<file path="config.mk">
export PLATFORM = sky130hd
export DESIGN_NAME = mem_arbiter
export DESIGN_NICKNAME = d
export VERILOG_FILES = /design/src/rtl/mem_arbiter.sv
export SDC_FILE = /design/constraint.sdc
export NUM_CORES = 1
export LEC_CHECK = 0
export BUFFER_PORTS_ARGS = -buffer_cell sky130_fd_sc_hd__buf_4
export CORE_MARGIN = 3
export CORE_UTILIZATION = 45
export CTS_BUF_LIST = sky130_fd_sc_hd__clkbuf_8
export CTS_CLUSTER_DIAMETER = 200
export DETAILED_ROUTE_END_ITERATION = 12
export PLACE_DENSITY = 0.77
export SLEW_MARGIN = 20
export SYNTH_ARGS = -nofsm -noshare
export SYNTH_HDL_FRONTEND = slang
export SYNTH_SLANG_ARGS = --single-unit
</file>
<file path="constraint.sdc">
create_clock -name clk -period 2.4 [get_ports clk]
set_input_delay 0.72 -clock clk [delete_from_list [all_inputs] [get_ports clk]]
set_output_delay 0.72 -clock clk [all_outputs]
set_load 0.05 [all_outputs]
</file>
<file path="src/rtl/mem_arbiter.sv">
// rtl/mem_arbiter.sv - arbitrates the I-fetch and D load/store ports onto one fixed-latency memory
// Define ROUND_ROBIN_EN to alternate grants on contention; otherwise D always beats I.
module mem_arbiter #(
  parameter int MEM_LATENCY = 20,
  parameter int ADDR_W      = 32,
  parameter int DATA_W      = 32
) (
  input  logic              clk,
  input  logic              reset_n,
  input  logic              i_req,
  input  logic [ADDR_W-1:0] i_addr,
  output logic [DATA_W-1:0] i_rdata,
  output logic              i_ready,
  output logic              i_stall,
  input  logic              d_req,
  input  logic              d_we,
  input  logic [ADDR_W-1:0] d_addr,
  input  logic [DATA_W-1:0] d_wdata,
  output logic [DATA_W-1:0] d_rdata,
  output logic              d_ready,
  output logic              d_stall,
  output logic              mem_en,
  output logic              mem_we,
  output logic [ADDR_W-1:0] mem_addr,
  output logic [DATA_W-1:0] mem_wdata,
  input  logic [DATA_W-1:0] mem_rdata
);

  typedef enum logic [1:0] {IDLE = 2'd0, BUSY = 2'd1, DONE = 2'd2} state_t;
  localparam logic [7:0] LAST_COUNT = 8'(MEM_LATENCY - 1);

  state_t            state;
  logic [7:0]        count;
  logic              grant_d;
  logic              we_q;
  logic [ADDR_W-1:0] addr_q;
  logic [DATA_W-1:0] wdata_q;
  logic              pick_d;

`ifdef ROUND_ROBIN_EN
  logic last_d;
  assign pick_d = d_req & (~i_req | ~last_d);
`else
  assign pick_d = d_req;
`endif

  assign mem_addr  = addr_q;
  assign mem_wdata = wdata_q;
  assign i_stall   = i_req & ~i_ready;
  assign d_stall   = d_req & ~d_ready;

  always_ff @(posedge clk or negedge reset_n) begin
    if (!reset_n) begin
      state   <= IDLE;
      count   <= 8'd0;
      grant_d <= 1'b0;
      we_q    <= 1'b0;
      addr_q  <= '0;
      wdata_q <= '0;
      i_rdata <= '0;
      d_rdata <= '0;
      i_ready <= 1'b0;
      d_ready <= 1'b0;
      mem_en  <= 1'b0;
      mem_we  <= 1'b0;
`ifdef ROUND_ROBIN_EN
      last_d  <= 1'b0;
`endif
    end else begin
      case (state)
        IDLE: begin
          if (i_req | d_req) begin
            grant_d <= pick_d;
            addr_q  <= pick_d ? d_addr : i_addr;
            wdata_q <= pick_d ? d_wdata : '0;
            we_q    <= pick_d & d_we;
            count   <= LAST_COUNT;
            mem_en  <= 1'b1;
            // With a single BUSY cycle the strobe must already be up on entry.
            mem_we  <= (LAST_COUNT == 8'd0) & pick_d & d_we;
            state   <= BUSY;
`ifdef ROUND_ROBIN_EN
            last_d  <= pick_d;
`endif
          end
        end
        BUSY: begin
          if (count == 8'd0) begin
            mem_en <= 1'b0;
            mem_we <= 1'b0;
            if (grant_d) begin
              d_ready <= 1'b1;
              if (!we_q) d_rdata <= mem_rdata;
            end else begin
              i_ready <= 1'b1;
              i_rdata <= mem_rdata;
            end
            state <= DONE;
          end else begin
            count  <= count - 8'd1;
            mem_we <= (count == 8'd1) & we_q;
          end
        end
        DONE: begin
          i_ready <= 1'b0;
          d_ready <= 1'b0;
          state   <= IDLE;
        end
        default: state <= IDLE;
      endcase
    end
  end

endmodule

</file>
==> results.py <==
metrics = {
    "grt": {
        "grt_first_pass_wirelength_um": 25200,
        "overflow": 0,
        "grt_pass1_vias": 4957,
        "grt_max_degree": 98,
        "grt_antenna_before_repair": 0,
        "grtUsageTotal_pct": 21.4,
    },
    "worst_setup_path": {
        "rr_worst_depth": 5,
        "critical_path_class": "flop to flop",
        "cp-start-kind": "flop",
        "worstReg2RegEnd": "d_rdata[10]",
        "cp-end-kind": "flop",
        "r2r_slack_ns": 0.004,
        "r2r-start": "count[5]",
        "cp_max_fo": 32,
        "crit_arrival_ns": 2.72,
        "cp.required_ns": 2.72,
    },
    "detailed_routing": {
        "drtAntennaViolNets": 0,
        "vias": 4934,
        "wirelength_um": 16500,
        "first_pass_iters": 5,
        "vias_per_cell": 5.00,
        "drc": 0,
        "drtIter0Drc": 270,
        "wl_per_cell_um": 16.7,
    },
    "finish": {
        "utilization_pct": 66.3,
        "syn_to_final_growth_pct": 42.9,
        "fillers": 1037,
        "nets": 937,
        "antenna_cells": 0,
        "drive_above_1_share_pct": 47.9,
    },
    "sta": {
        "relSlewSlack_pct": 57.2,
        "hold_viol_final": 0,
        "skew_ns": 0.0115,
        "tightest_slew_ns": 0.635,
        "final.period_utilization_pct": 99.8,
        "rsz0062_at_grt": "true",
        "fmax_mhz": 417,
        "setup_ws_ns": 0.00363,
        "slew_violations": 0,
        "setup_violations": 0,
        "min_period_ns": 2.40,
    },
    "power_and_ir_drop": {
        "p_comb_share_pct": 55.2,
        "p_sw_share_pct": 50.3,
        "p_seq_share_pct": 30.8,
        "p_total_mw": 13.4,
        "internal-power_mw": 6.64,
        "p_leak_nw": 4.62,
        "clkPwrFrac_pct": 14.0,
        "power_density_nw_per_um2": 1510,
        "p_switching_mw": 6.73,
        "peakVddDrop_mv": 0.850,
    },
    "clock_tree": {
        "cts_root_buf": "clkbuf_8",
        "htree_levels": 4,
        "post_cts_buffers": 0,
        "clockBufferDepth": 2,
        "clkLatencyLatePin_ns": 0.44,
        "clk_pin_slew_ns": 0.08,
        "cts_tree": "built",
        "cts_hold_buf": 0,
        "cts_buffers": 17,
        "clkSinkCount": 144,
        "cts_resized": 0,
    },
    "yosys": {
        "ys_warn_count": 0,
        "synth_area_per_cell_um2": 11.8,
        "synth_seq_cells": 144,
        "yosysUniqueCellTypes": 37,
        "synth.area.top_cells": "dfrtp_1 58%, mux2_4 7.3%, nand2_1 6.6%",
        "synth-seq-area-share_pct": 58.2,
        "synth_nets": 664,
        "syn_inst": 524,
        "mappedNetlistArea_um2": 6190,
        "synth_largest_area_cell": "dfrtp_1",
        "synth_top_area_share_pct": 58.2,
    },
    "die": {
        "dieWidth_um": 123,
        "core-area_um2": 13300,
        "rows": 42,
        "ios": 267,
        "initial_core_util_pct": 46.4,
        "die_h_um": 123,
        "die-area_um2": 15200,
    },
    "job": {
        "maxCapViolCount": 0,
    },
    "placed_design": {
        "post-dp-hpwl_um": 12700,
        "io_buffers": 266,
        "place_congestion": 0.854,
        "place_ws_ns": 0.00580,
    },
    "min_path": {
        "hold_path_class": "primary input to asynchronous set/reset pin",
    },
    "status": {
        "status": "complete, no violations",
    },
}
## per-layer routing
metal | wire length, um | global-route usage (%)
met5 | 0 | 0
met4 | 227 | 6.85
met3 | 1500 | 7.23
met2 | 8310 | 36.1
met1 | 6450 | 25.8
## layout by cell type, fill, tap and decap left out, types with 2 or more instances in the layout
| master | netlist | routed |
|---|---|---|
| buf_4 | 0 | 281 |
| dfrtp_1 | 144 | 144 |
| nand2_1 | 109 | 109 |
| o21ai_0 | 40 | 40 |
| mux2i_1 | 36 | 36 |
| mux2_2 | 35 | 35 |
| nand3_1 | 34 | 34 |
| mux2_4 | 30 | 30 |
| clkbuf_8 | 0 | 18 |
| inv_1 | 12 | 12 |
| a21oi_1 | 7 | 7 |
| ha_1 | 7 | 7 |
| nor2_1 | 6 | 6 |
| nor3_1 | 4 | 4 |
| inv_6 | 0 | 4 |
| buf_12 | 3 | 4 |
| nor4_1 | 3 | 3 |
| clkinvlp_4 | 0 | 3 |
| or4_1 | 2 | 2 |
| nand2b_1 | 2 | 2 |
| or3_1 | 2 | 2 |
| a31oi_1 | 2 | 2 |
| o41ai_1 | 2 | 2 |
| inv_8 | 0 | 2 |
| clkinv_4 | 0 | 2 |
## flip-flops by register name (all words and copies together) (netlist names)
signal	count
mem_en	1
d_ready	1
mem_we	1
i_rdata	32
grant_d	1
state	2
mem_wdata	32
mem_addr	32
count	8
d_rdata	32
i_ready	1
we_q	1
## worst max path at each step
stage                   from           to  slack, ns  cells past startpoint
floorplan           count[5]  d_rdata[10]      -0.14                      7
global placement    count[5]  d_rdata[23]       0.03                      5
finish              count[5]  d_rdata[10]      0.004                      5
global route        count[5]  d_rdata[29]      -0.06                      5
detailed placement  count[5]  d_rdata[12]      0.006                      5
CTS                 count[5]  d_rdata[12]    -0.0009                      5
## through the flow
step	instances	area, um^2	TNS [ns]	hold slack [ns]
2_1_floorplan	524	6200	-4.13	0.424
3_3_place_gp	954	8450	0	0.452
3_5_place_dp	954	8450	0	0.457
4_1_cts	986	8850	-0.00168	0.152
5_1_grt	986	8850	-1.75	0.160
6_report	986	8850	0	0.174
## area by class of cell
cell class	instances	area, um^2	area share, %
Sequential cell	144	3600	40.7
Multi-Input combinational cell	336	2380	26.9
Timing Repair Buffer	286	2200	24.9
Clock buffer	18	248	2.80
Tap cell	176	220	2.49
Clock inverter	14	149	1.68
Inverter	12	45.0	0.509
## critical path, stage by stage, from the launching register on
cell	delay (ns)
dfrtp_1	0.38
or4_1	0.55
or3_4	0.38
or4_4	0.43
buf_12	0.21
mux2_4	0.32
## power groups by stage
stage / clock network, mW / registers (mW) / logic, mW
4_1_cts: 1.93 / 4.12 / 7.44
3_5_place_dp: 0 / 4.15 / 7.44
5_1_grt: 2.04 / 4.25 / 7.77
2_1_floorplan: 0 / 7.46 / 1.59
6_report: 1.87 / 4.12 / 7.38
3_3_place_gp: 0 / 4.09 / 7.30
## cells by family (layout without fill, tap and decap cells)
| family | Yosys count | in the layout | share of synthesized area, % |
|---|---|---|---|
| and+or+nand+nor | 170 | 170 | 12.1 |
| buffers and inverters | 44 | 330 | 3.62 |
| AOI/OAI and AO/OA | 58 | 58 | 5.20 |
| adders and majority gates | 7 | 7 | 1.42 |
| DFF | 144 | 144 | 58.2 |
| muxes | 101 | 101 | 19.5 |
## Yosys cell counts, drive strengths merged
cell    count
o21a        1
nand2     109
or3b        1
a21oi       7
nor4        3
mux2i      36
dfrtp     144
nand2b      2
a31oi       2
o41ai       2
a22oi       1
nand4       1
or3         3
nor3b       1
nand3      34
inv        12
ha          7
buf        11
nor2        6
o311ai      1
nor2b       2
a41o        1
or4         3
and4        1
nor3        4
mux2       65
clkbuf     21
o31ai       1
o32a        1
o21ai      41
Note: power is estimated with default switching activity, not from simulation.
